==> config.mk <==
export PLATFORM = sky130hd
export DESIGN_NAME = roce_mem_write_splitter
export DESIGN_NICKNAME = d
export VERILOG_FILES = /design/src/rtl/roce_mem_write_splitter.sv
export SDC_FILE = /design/constraint.sdc
export NUM_CORES = 1
export LEC_CHECK = 0
export CAP_MARGIN = 5
export CELL_PAD_IN_SITES_DETAIL_PLACEMENT = 1
export CELL_PAD_IN_SITES_GLOBAL_PLACEMENT = 1
export CORE_AREA = 10 10 528 530
export CTS_CLUSTER_DIAMETER = 200
export DETAILED_ROUTE_END_ITERATION = 12
export DIE_AREA = 0 0 538 540
export PLACE_DENSITY = 0.4
export SYNTH_ARGS = -nofsm -noshare
export SYNTH_HDL_FRONTEND = slang
export SYNTH_SLANG_ARGS = --single-unit
==> constraint.sdc <==
create_clock -name net_clk -period 6.2 [get_ports net_clk]
set_input_delay 0.62 -clock net_clk [delete_from_list [all_inputs] [get_ports net_clk]]
set_output_delay 0.62 -clock net_clk [all_outputs]
set_load 0.005 [all_outputs]
==> src/rtl/roce_mem_write_splitter.sv <==
// -----------------------------------------------------------------------------
// roce_mem_write_splitter
//
// Splits RoCE memory-write commands (vaddr, length) into DMA write commands
// that never cross a PAGE_BYTES boundary and never exceed MAX_BURST bytes, and
// re-frames the write data stream so that tlast closes every emitted chunk.
// The command side and the data side are decoupled by a small chunk-length
// FIFO; each entry carries the chunk length plus a flag marking the final
// chunk of the message, which the data side uses to check the input tlast.
//
// Ports
//   net_clk, net_aresetn        clock, asynchronous active-low reset
//   s_axis_wr_cmd_*             input command  {len[95:64], vaddr[63:0]}
//   s_axis_wr_data_*            input payload stream (data/keep/last)
//   m_axis_dma_cmd_*            output chunk command {len[95:64], addr[63:0]}
//   m_axis_dma_data_*           output payload, last closes each chunk
//   err_unaligned               1-cycle pulse: accepted vaddr not beat aligned
//   err_last_mismatch           1-cycle pulse: input last disagrees with
//                               the message end
// -----------------------------------------------------------------------------
module roce_mem_write_splitter #(
    parameter int unsigned DATA_BITS      = 512,
    parameter int unsigned PAGE_BYTES     = 4096,
    parameter int unsigned MAX_BURST      = 4096,
    parameter int unsigned LEN_FIFO_DEPTH = 8
) (
    input  logic                   net_clk,
    input  logic                   net_aresetn,
    input  logic                   s_axis_wr_cmd_valid,
    output logic                   s_axis_wr_cmd_ready,
    input  logic [95:0]            s_axis_wr_cmd_data,
    input  logic                   s_axis_wr_data_valid,
    output logic                   s_axis_wr_data_ready,
    input  logic [DATA_BITS-1:0]   s_axis_wr_data_data,
    input  logic [DATA_BITS/8-1:0] s_axis_wr_data_keep,
    input  logic                   s_axis_wr_data_last,
    output logic                   m_axis_dma_cmd_valid,
    input  logic                   m_axis_dma_cmd_ready,
    output logic [95:0]            m_axis_dma_cmd_data,
    output logic                   m_axis_dma_data_valid,
    input  logic                   m_axis_dma_data_ready,
    output logic [DATA_BITS-1:0]   m_axis_dma_data_data,
    output logic [DATA_BITS/8-1:0] m_axis_dma_data_keep,
    output logic                   m_axis_dma_data_last,
    output logic                   err_unaligned,
    output logic                   err_last_mismatch
);

    localparam int unsigned BEAT_BYTES = DATA_BITS / 8;
    localparam int unsigned PTR_W      = (LEN_FIFO_DEPTH > 1) ? $clog2(LEN_FIFO_DEPTH) : 1;
    localparam logic [31:0] BEAT_LEN   = 32'(BEAT_BYTES);
    localparam logic [31:0] PAGE_LEN   = 32'(PAGE_BYTES);
    localparam logic [31:0] BURST_LEN  = 32'(MAX_BURST);
    localparam logic [63:0] ALIGN_MASK = ~(64'(BEAT_BYTES) - 64'd1);
    localparam logic [PTR_W:0]   FIFO_FULL_CNT = (PTR_W+1)'(LEN_FIFO_DEPTH);
    localparam logic [PTR_W-1:0] PTR_LAST      = PTR_W'(LEN_FIFO_DEPTH - 1);

    typedef enum logic [0:0] {C_IDLE = 1'b0, C_ISSUE = 1'b1} cmd_state_e;
    typedef enum logic [0:0] {D_IDLE = 1'b0, D_XFER  = 1'b1} data_state_e;

    // Largest chunk starting at a: limited by the bytes left, the distance
    // to the next page boundary and the burst limit.
    function automatic logic [31:0] chunk_of(input logic [63:0] a, input logic [31:0] r);
        logic [31:0] space;
        logic [31:0] c;
        space = PAGE_LEN - (a[31:0] & (PAGE_LEN - 32'd1));
        c     = (space < r) ? space : r;
        c     = (BURST_LEN < c) ? BURST_LEN : c;
        return c;
    endfunction

    // FIFO pointer increment with explicit wrap so any depth works.
    function automatic logic [PTR_W-1:0] ptr_inc(input logic [PTR_W-1:0] p);
        return (p == PTR_LAST) ? {PTR_W{1'b0}} : (p + PTR_W'(1));
    endfunction

    // ---------------- command path ----------------
    cmd_state_e  cstate_r, cstate_s;
    logic [63:0] addr_r;
    logic [31:0] rem_r;
    logic [31:0] chunk_r;
    logic        cmd_ready_r;
    logic        err_unaligned_r;

    logic [63:0] in_addr_s, in_addr_aligned_s, addr_nxt_s;
    logic [31:0] in_len_s, rem_nxt_s;
    logic        in_unaligned_s;
    logic        cmd_in_hs_s, cmd_out_valid_s, cmd_out_hs_s, cmd_done_s;

    // FIFO
    logic [32:0]      len_mem_r [LEN_FIFO_DEPTH];
    logic [PTR_W-1:0] wr_ptr_r, rd_ptr_r;
    logic [PTR_W:0]   count_r;
    logic             fifo_full_s, fifo_empty_s, push_s, pop_s;
    logic [32:0]      head_s;

    // ---------------- data path ----------------
    data_state_e dstate_r, dstate_s;
    logic [31:0] bcnt_r;
    logic        chunk_last_r;
    logic        err_last_r;
    logic        beat_hs_s, chunk_end_beat_s, chunk_end_s;

    assign in_addr_s         = s_axis_wr_cmd_data[63:0];
    assign in_len_s          = s_axis_wr_cmd_data[95:64];
    assign in_addr_aligned_s = in_addr_s & ALIGN_MASK;
    assign in_unaligned_s    = |(in_addr_s & ~ALIGN_MASK);
    assign addr_nxt_s        = addr_r + {32'd0, chunk_r};
    assign rem_nxt_s         = rem_r - chunk_r;

    assign cmd_in_hs_s  = s_axis_wr_cmd_valid & cmd_ready_r;
    assign cmd_out_hs_s = cmd_out_valid_s & m_axis_dma_cmd_ready;
    assign cmd_done_s   = cmd_out_hs_s & (rem_r == chunk_r);

    assign fifo_full_s  = (count_r == FIFO_FULL_CNT);
    assign fifo_empty_s = (count_r == {(PTR_W+1){1'b0}});
    assign push_s       = cmd_out_hs_s;
    assign head_s       = len_mem_r[rd_ptr_r];

    assign s_axis_wr_cmd_ready  = cmd_ready_r;
    assign m_axis_dma_cmd_valid = cmd_out_valid_s;
    assign m_axis_dma_cmd_data  = {chunk_r, addr_r};
    assign err_unaligned        = err_unaligned_r;
    assign err_last_mismatch    = err_last_r;

    // Command FSM state register
    always_ff @(posedge net_clk or negedge net_aresetn) begin
        if (!net_aresetn) begin
            cstate_r <= C_IDLE;
        end else begin
            cstate_r <= cstate_s;
        end
    end

    // Command FSM next-state: a zero-length command is consumed in C_IDLE
    always_comb begin
        cstate_s = cstate_r;
        case (cstate_r)
            C_IDLE: begin
                if (cmd_in_hs_s && (in_len_s != 32'd0)) begin
                    cstate_s = C_ISSUE;
                end else begin
                    cstate_s = C_IDLE;
                end
            end
            C_ISSUE: begin
                if (cmd_done_s) begin
                    cstate_s = C_IDLE;
                end else begin
                    cstate_s = C_ISSUE;
                end
            end
            default: cstate_s = C_IDLE;
        endcase
    end

    // Command FSM output decode: issue only while the length FIFO has room
    always_comb begin
        if (cstate_r == C_ISSUE) begin
            cmd_out_valid_s = ~fifo_full_s;
        end else begin
            cmd_out_valid_s = 1'b0;
        end
    end

    // Registered command-side outputs and the running address/remainder;
    // chunk_r is recomputed whenever addr/rem move so the output is a register
    always_ff @(posedge net_clk or negedge net_aresetn) begin
        if (!net_aresetn) begin
            cmd_ready_r     <= 1'b0;
            err_unaligned_r <= 1'b0;
            addr_r          <= 64'd0;
            rem_r           <= 32'd0;
            chunk_r         <= 32'd0;
        end else begin
            cmd_ready_r     <= (cstate_s == C_IDLE);
            err_unaligned_r <= cmd_in_hs_s & in_unaligned_s;
            if (cmd_in_hs_s) begin
                addr_r  <= in_addr_aligned_s;
                rem_r   <= in_len_s;
                chunk_r <= chunk_of(in_addr_aligned_s, in_len_s);
            end else if (cmd_out_hs_s) begin
                addr_r  <= addr_nxt_s;
                rem_r   <= rem_nxt_s;
                chunk_r <= chunk_of(addr_nxt_s, rem_nxt_s);
            end else begin
                addr_r  <= addr_r;
                rem_r   <= rem_r;
                chunk_r <= chunk_r;
            end
        end
    end

    // Chunk-length FIFO storage: {final-chunk flag, length}
    always_ff @(posedge net_clk) begin
        if (push_s) begin
            len_mem_r[wr_ptr_r] <= {(rem_r == chunk_r), chunk_r};
        end
    end

    // Chunk-length FIFO pointers and occupancy; push and pop may coincide
    always_ff @(posedge net_clk or negedge net_aresetn) begin
        if (!net_aresetn) begin
            wr_ptr_r <= {PTR_W{1'b0}};
            rd_ptr_r <= {PTR_W{1'b0}};
            count_r  <= {(PTR_W+1){1'b0}};
        end else begin
            wr_ptr_r <= push_s ? ptr_inc(wr_ptr_r) : wr_ptr_r;
            rd_ptr_r <= pop_s  ? ptr_inc(rd_ptr_r) : rd_ptr_r;
            case ({push_s, pop_s})
                2'b10:   count_r <= count_r + (PTR_W+1)'(1);
                2'b01:   count_r <= count_r - (PTR_W+1)'(1);
                default: count_r <= count_r;
            endcase
        end
    end

    assign beat_hs_s        = (dstate_r == D_XFER) & s_axis_wr_data_valid & m_axis_dma_data_ready;
    assign chunk_end_beat_s = (bcnt_r <= BEAT_LEN);
    assign chunk_end_s      = beat_hs_s & chunk_end_beat_s;
    // Pop when idle, or on the closing beat so back-to-back chunks need no bubble
    assign pop_s            = ~fifo_empty_s & ((dstate_r == D_IDLE) | chunk_end_s);

    assign m_axis_dma_data_data = s_axis_wr_data_data;
    assign m_axis_dma_data_keep = s_axis_wr_data_keep;

    // Data FSM state register
    always_ff @(posedge net_clk or negedge net_aresetn) begin
        if (!net_aresetn) begin
            dstate_r <= D_IDLE;
        end else begin
            dstate_r <= dstate_s;
        end
    end

    // Data FSM next-state
    always_comb begin
        dstate_s = dstate_r;
        case (dstate_r)
            D_IDLE: begin
                if (pop_s) begin
                    dstate_s = D_XFER;
                end else begin
                    dstate_s = D_IDLE;
                end
            end
            D_XFER: begin
                if (chunk_end_s && fifo_empty_s) begin
                    dstate_s = D_IDLE;
                end else begin
                    dstate_s = D_XFER;
                end
            end
            default: dstate_s = D_IDLE;
        endcase
    end

    // Data FSM output decode: pass-through only while a chunk is open
    always_comb begin
        if (dstate_r == D_XFER) begin
            m_axis_dma_data_valid = s_axis_wr_data_valid;
            s_axis_wr_data_ready  = m_axis_dma_data_ready;
            m_axis_dma_data_last  = chunk_end_beat_s;
        end else begin
            m_axis_dma_data_valid = 1'b0;
            s_axis_wr_data_ready  = 1'b0;
            m_axis_dma_data_last  = 1'b0;
        end
    end

    // Byte counter of the open chunk and last-mismatch detection
    always_ff @(posedge net_clk or negedge net_aresetn) begin
        if (!net_aresetn) begin
            bcnt_r       <= 32'd0;
            chunk_last_r <= 1'b0;
            err_last_r   <= 1'b0;
        end else begin
            // Message ends on the closing beat of the chunk flagged final
            err_last_r <= beat_hs_s & (s_axis_wr_data_last != (chunk_last_r & chunk_end_beat_s));
            if (pop_s) begin
                bcnt_r       <= head_s[31:0];
                chunk_last_r <= head_s[32];
            end else if (beat_hs_s) begin
                bcnt_r       <= chunk_end_beat_s ? 32'd0 : (bcnt_r - BEAT_LEN);
                chunk_last_r <= chunk_last_r;
            end else begin
                bcnt_r       <= bcnt_r;
                chunk_last_r <= chunk_last_r;
            end
        end
    end

endmodule
### Yosys cells after proc, flatten, opt, wreduce, memory -nomap -nowiden

Memory sizes are Yosys's and may differ from the RTL's.
Cells that the tools add are included.

* add/sub/neg operators: 9
* $lt $le $gt $ge: 5
* eq/ne operators: 7
* muxes and demuxes: 28
* bitwise operators: 16
* reductions and logical operators: 8

Operator list (count)
* $mux W32: 11
* $mux W64: 2
* $add A64 B32 Y64: 1
* $lt A13 B32 Y1 const A: 2
* $lt A32 B32 Y1: 2
* $eq A32 B32 Y1: 1
* $le A32 B7 Y1 const B: 1
* $reduce_bool A32 Y1: 1
* $sub A32 B32 Y32: 1
* $sub A32 B7 Y32 const B: 1
* $sub A13 B12 Y14 const A: 2
* $and A1 B1 Y1: 10
* $mux W1: 10
* $pmux W4 S2: 1
* $add A3 B1 Y3 const B: 2
* $eq A3 B3 Y1 const B: 2
* $mux W3: 2
* $reduce_bool A2 Y1: 3
* $reduce_or A6 Y1: 1
* $not A1 Y1: 5
* $add A4 B1 Y4 const B: 1
* $eq A4 B4 Y1 const B: 1
* $logic_not A4 Y1: 1
* $pmux W1 S2: 2
* other kinds (6): 7

* bits in registers: 176
* bits in writable memories: 264
* output and inout bits: 679
* memories kept: 1

Memories
* len_mem_r: words 8, width 33, read ports 1, clocked after Yosys merged registers in 0, write ports 1, line 91 `logic [32:0] len_mem_r [LEN_FIFO_DEPTH];`

### Depth between registers and ports, before layout

* depth in word-level cells: 8
* depth in mapped cells: 23

### Least setup slack after synthesis

OpenSTA, ideal clock, no wires.

* path kind: flip-flop to flip-flop
* start: register count_r[0]
* end: memory len_mem_r[2][0], enable pin
* library setup time: 0.518 ns
* arrival: 4.973 ns
* path slack: 0.709 ns
* stages on the path, launching flop included: 8
* path buffers: 2
* path through: dfrtp_1 > nor3_1 > a21boi_0 > and2_1 > clkinv_1 > clkbuf_1 > clkbuf_1 > nor4b_1

* cells in the longest elaborated chain, start to end: 6

RTL lines
* from (decl): line 93 `logic [PTR_W:0] count_r;`
* from (signal assigned): line 206 `count_r <= {(PTR_W+1){1'b0}};`
* from (signal assigned): line 211 `2'b10: count_r <= count_r + (PTR_W+1)'(1);`
* from (signal assigned): line 212 `2'b01: count_r <= count_r - (PTR_W+1)'(1);`
* $eq A4 B4 Y1: line 115 `assign fifo_full_s = (count_r == FIFO_FULL_CNT);`
* $not A1 Y1: line 160 `cmd_out_valid_s = ~fifo_full_s;`
* $mux W1: line 159 `if (cstate_r == C_ISSUE) begin`
* named net m_axis_dma_cmd_valid: line 37 `output logic m_axis_dma_cmd_valid,`
* $and A1 B1 Y1: line 112 `assign cmd_out_hs_s = cmd_out_valid_s & m_axis_dma_cmd_ready;`
* $mux W1: line 196 `if (push_s) begin`
* $mux W1 (not written as such): line 197 `len_mem_r[wr_ptr_r] <= {(rem_r == chunk_r), chunk_r};`
* to (decl): line 91

The timed path passes the listed nets, and every way through them passes these cells.

### Worst setup path after layout

* start: register addr_r[0]
* end: register chunk_r[2]

* cells in the longest elaborated chain, start to end: 8

RTL lines
* from (decl): line 79 `logic [63:0] addr_r;`
* from (signal assigned): line 179 `addr_r <= in_addr_aligned_s;`
* from (signal assigned): line 183 `addr_r <= addr_nxt_s;`
* from (signal assigned): line 187 `addr_r <= addr_r;`
* $add A64 B32 Y64 *: line 108 `assign addr_nxt_s = addr_r + {32'd0, chunk_r};`
* $sub A13 B12 Y14 *: line 66 `space = PAGE_LEN - (a[31:0] & (PAGE_LEN - 32'd1));`
* $lt A32 B32 Y1: line 67 `c = (space < r) ? space : r;`
* $mux W32 *: line 67
* $lt A13 B32 Y1: line 68 `c = (BURST_LEN < c) ? BURST_LEN : c;`
* $mux W32 *: line 68
* $mux W32 *: line 182 `end else if (cmd_out_hs_s) begin`
* $mux W32 *: line 178 `if (cmd_in_hs_s) begin`
* to (signal assigned): line 181 `chunk_r <= chunk_of(in_addr_aligned_s, in_len_s);`
* to (signal assigned): line 185 `chunk_r <= chunk_of(addr_nxt_s, rem_nxt_s);`
* to (signal assigned): line 189 `chunk_r <= chunk_r;`
* to (decl): line 81 `logic [31:0] chunk_r;`

Mark *: on every way between the ends. The rest lies on a longest branch, timed or not. The select of a mux whose other input is x is not followed.
A chain may end at the register's enable or synchronous reset.

==> impl_results.md <==
- Status: complete, no violations
- TritonCTS clock tree: yes
- Vias in the first global route: 20.3k
- Placement-stage cell area: 0.0299 sq mm
- RSZ-0062 raised after global routing: no
- Post-synth top cells: buf_4, edfxtp_1, nand2_1, nor2_1, dfrtp_1
- Crit path launch type: flip-flop
- Pin count of the biggest net entering global routing: 99
- Synth top area cells: edfxtp_1, dfrtp_1, buf_4
- Final period utilization: 89.1%
- # IOs: 1358
- Design area: 0.0316 sq mm
- Yosys warns: 0
- Drt pass-1 iters: 5
- Final Power: 13.9 mW
- Initial antenna violation count: 36
- Clk root buf: clkbuf_16
- Drt via density: 3.22
- HPWL Detailed: 114000 um
- CP Cell Sequence: ha_1 > inv_1 > fa_1 > nor2b_1 > o211a_1 > a2111o_1 > a22oi_1 > o21ai_0 > nor4_1 > nand2_1 > xor2_1 > ha_1 > and3_1 > o2111ai_1 > a21o_1 > a21oi_1 > nor4b_2 > nand4_1 > or4b_1 > o221ai_2
- Mean routed wirelength per cell: 24.3 um
- Cell area power density: 442 mW/mm^2
- Critical Path Max Stage Delay: 0.86 ns
- Post-synth ARST share: 40.0%
- Dpl ws: 0.654 ns
- Buffers plus inverters on the worst setup path: 1
- CTS clk-pin slew, worst paths: 0.06 ns
- Pins Over Slew Limit: 0
- Final antenna-violating net count: 0
- Worst Clk Skew: 0.0153 ns
- Chip height: 540 um
- DRC: 0
- Critical path class: flip-flop to flip-flop
- Max Fclk: 181 MHz
- HP Class: input port to async pin
- Cts repair resizes: 0
- Final wirelength: 143000 um
- Post-synthesis cell area: 0.0276 sq mm
- Top Metal Used: met5
- Die ar.: 0.291 sq mm
- Global route overflow: 0
- Worst skew pair latency: 0.62 ns
- Most used cell along the critical path: ha_1
- Core area: 0.267 sq mm
- CTS H-tree depth: 2
- Clock buffer depth: 3
- Setup TNS: 0 ns
- Post-CTS setup buffers: 0
- Placer Congestion: 0.741
- Net Count, Synth: 3411
- Starting density of the core: 10.3%
- Yosys top cell area share: 28.7%
- Port Buffers: 205
- Num Clock Sinks: 440
- CTS Buf Count: 53
- Library cells used by synthesis: 78
- Hold_buf cts: 0
- Largest area contributor in the netlist: edfxtp_1
- Post-synth EDFFs: 264
- Wire length on met1: 53600 um
- Cells after synthesis: 2636
- Met2 wire length: 56800 um
- Final hold violations: 0
- Via count: 18.9k
- CP delay by family, top: compound AO/OA/AOI/OAI gates
- FF+latch count, synth: 440
- MaxCap Viol Count: 0
- Critical path endpoint category: flip-flop
- Worst path arrival time: 6.05 ns
- Synth Flop Type: edfxtp_1
- Layout area overhead: 14.5%
- Slowest stage cell, crit path: or4b_1
- R2R Setup Slk: 0.67 ns
- Critical Path Start: addr_r[0]$_DFFE_PN0P_
- Slew @ Worst Pin: 1.11 ns
- Final WS setup: 0.675 ns
- Layout net count: 3050
- First-pass GRT wire length: 189000 um
- Die width: 538 um
- Finish-stage setup viols: 0
- Gr usage total: 9.32%
- WP data required: 6.72 ns
- Worst r2r src: addr_r[0]$_DFFE_PN0P_
- Post-synthesis sequential area ratio: 44.7%
- Count leader, synth: buf_4
- Critical path peak fanout: 10
- VDD IR-drop max: 0.000209 V
- Post-layout min period: 5.53 ns
- Layout cells sized above 1: 10.6%
- Max transition margin: 26.1%
- Met3 Wirelength: 23500 um
- Post-layout util: 11.8%
- Leak Pwr: 10.5 nW
- Iter 0 DRT Violations: 1194
- Syn avg cell area: 10.5 sq um
- FP Rows: 190
kinds of logic after synthesis:
group | count (synthesis) | synth area share (%)
buffers and inverters | 749 | 18.1
AO/OA/AOI/OAI | 497 | 11.6
multiplexers | 111 | 7.03
AND/OR/NAND/NOR | 663 | 11.6
XOR/XNOR | 80 | 2.54
adder cells (fa/ha/maj) | 96 | 4.44
flip-flops | 440 | 44.7
layout by cell type (no fill, tap or decap), types with 28 or more instances in the layout:
cell type and n:
a211oi_1 31, a21o_1 39, a21oi_1 139, a31oi_1 46, and3_1 28, buf_4 51, clkbuf_16 54, clkdlybuf4s50_1 204
dfrtp_1 173, edfxtp_1 264, ha_1 93, inv_1 74, mux2i_1 44, mux4_2 66, nand2_1 195, nand3_1 46
nor2_1 178, nor3_1 49, o21ai_0 113, xnor2_1 52, xor2_1 28
where the power goes:
| group | internal (mW) | leakage (nW) | switching [mW] | total [mW] |
|---|---|---|---|---|
| combinational | 2.54 | 5.13 | 4.02 | 6.56 |
| clock | 1.74 | 0.817 | 1.36 | 3.10 |
| sequential | 3.79 | 4.50 | 0.495 | 4.28 |
metal layers:
layer | vias up | track usage, %
met1 | 9260 | 10.2
met5 | - | 3.65
met4 | 62 | 3.90
li1 | 8207 | -
met3 | 403 | 7.04
met2 | 958 | 13.1
layout make-up:
cell class / count / area (sq um)
Multi-Input combinational cell: 1447 / 10300
Sequential cell: 440 / 12300
Fill cell: 31080 / 236000
Timing Repair Buffer: 257 / 2460
Inverter: 76 / 288
Tap cell: 3552 / 4440
Clock inverter: 35 / 305
Clock buffer: 61 / 1390
Antenna cell: 2 / 5.00
path summary, 6_finish.rpt:
check / to / cells after the start
worst max-delay path: chunk_r[2]$_DFFE_PN0P_ / 20
worst min-delay path: err_unaligned$_DFF_PN0_ / 1
worst max register to register: chunk_r[2]$_DFFE_PN0P_ / 20
worst min register to register: chunk_last_r$_DFFE_PN0P_ / 2
max in group asynchronous: rd_ptr_r[0]$_DFFE_PN0P_ / 2
min in group net_clk: chunk_last_r$_DFFE_PN0P_ / 2
per-stage QoR:
stage	cells	hold slack [ns]
detailed placement	5772	0.490
global placement	5772	0.494
floorplan	2636	0.324
CTS	5868	0.0470
finish	5870	0.0212
global route	5868	0.0543
flip-flops by register name (all words and copies together), names as in the netlist:
register,count
bcnt_r,32
err_unaligned,1
len_mem_r,264
cstate_r,1
dstate_r,1
s_axis_wr_cmd_ready,1
count_r,4
rem_r,32
chunk_r,32
err_last_mismatch,1
addr_r,64
chunk_last_r,1
rd_ptr_r,3
wr_ptr_r,3
Note: power is estimated with default switching activity, not from simulation.
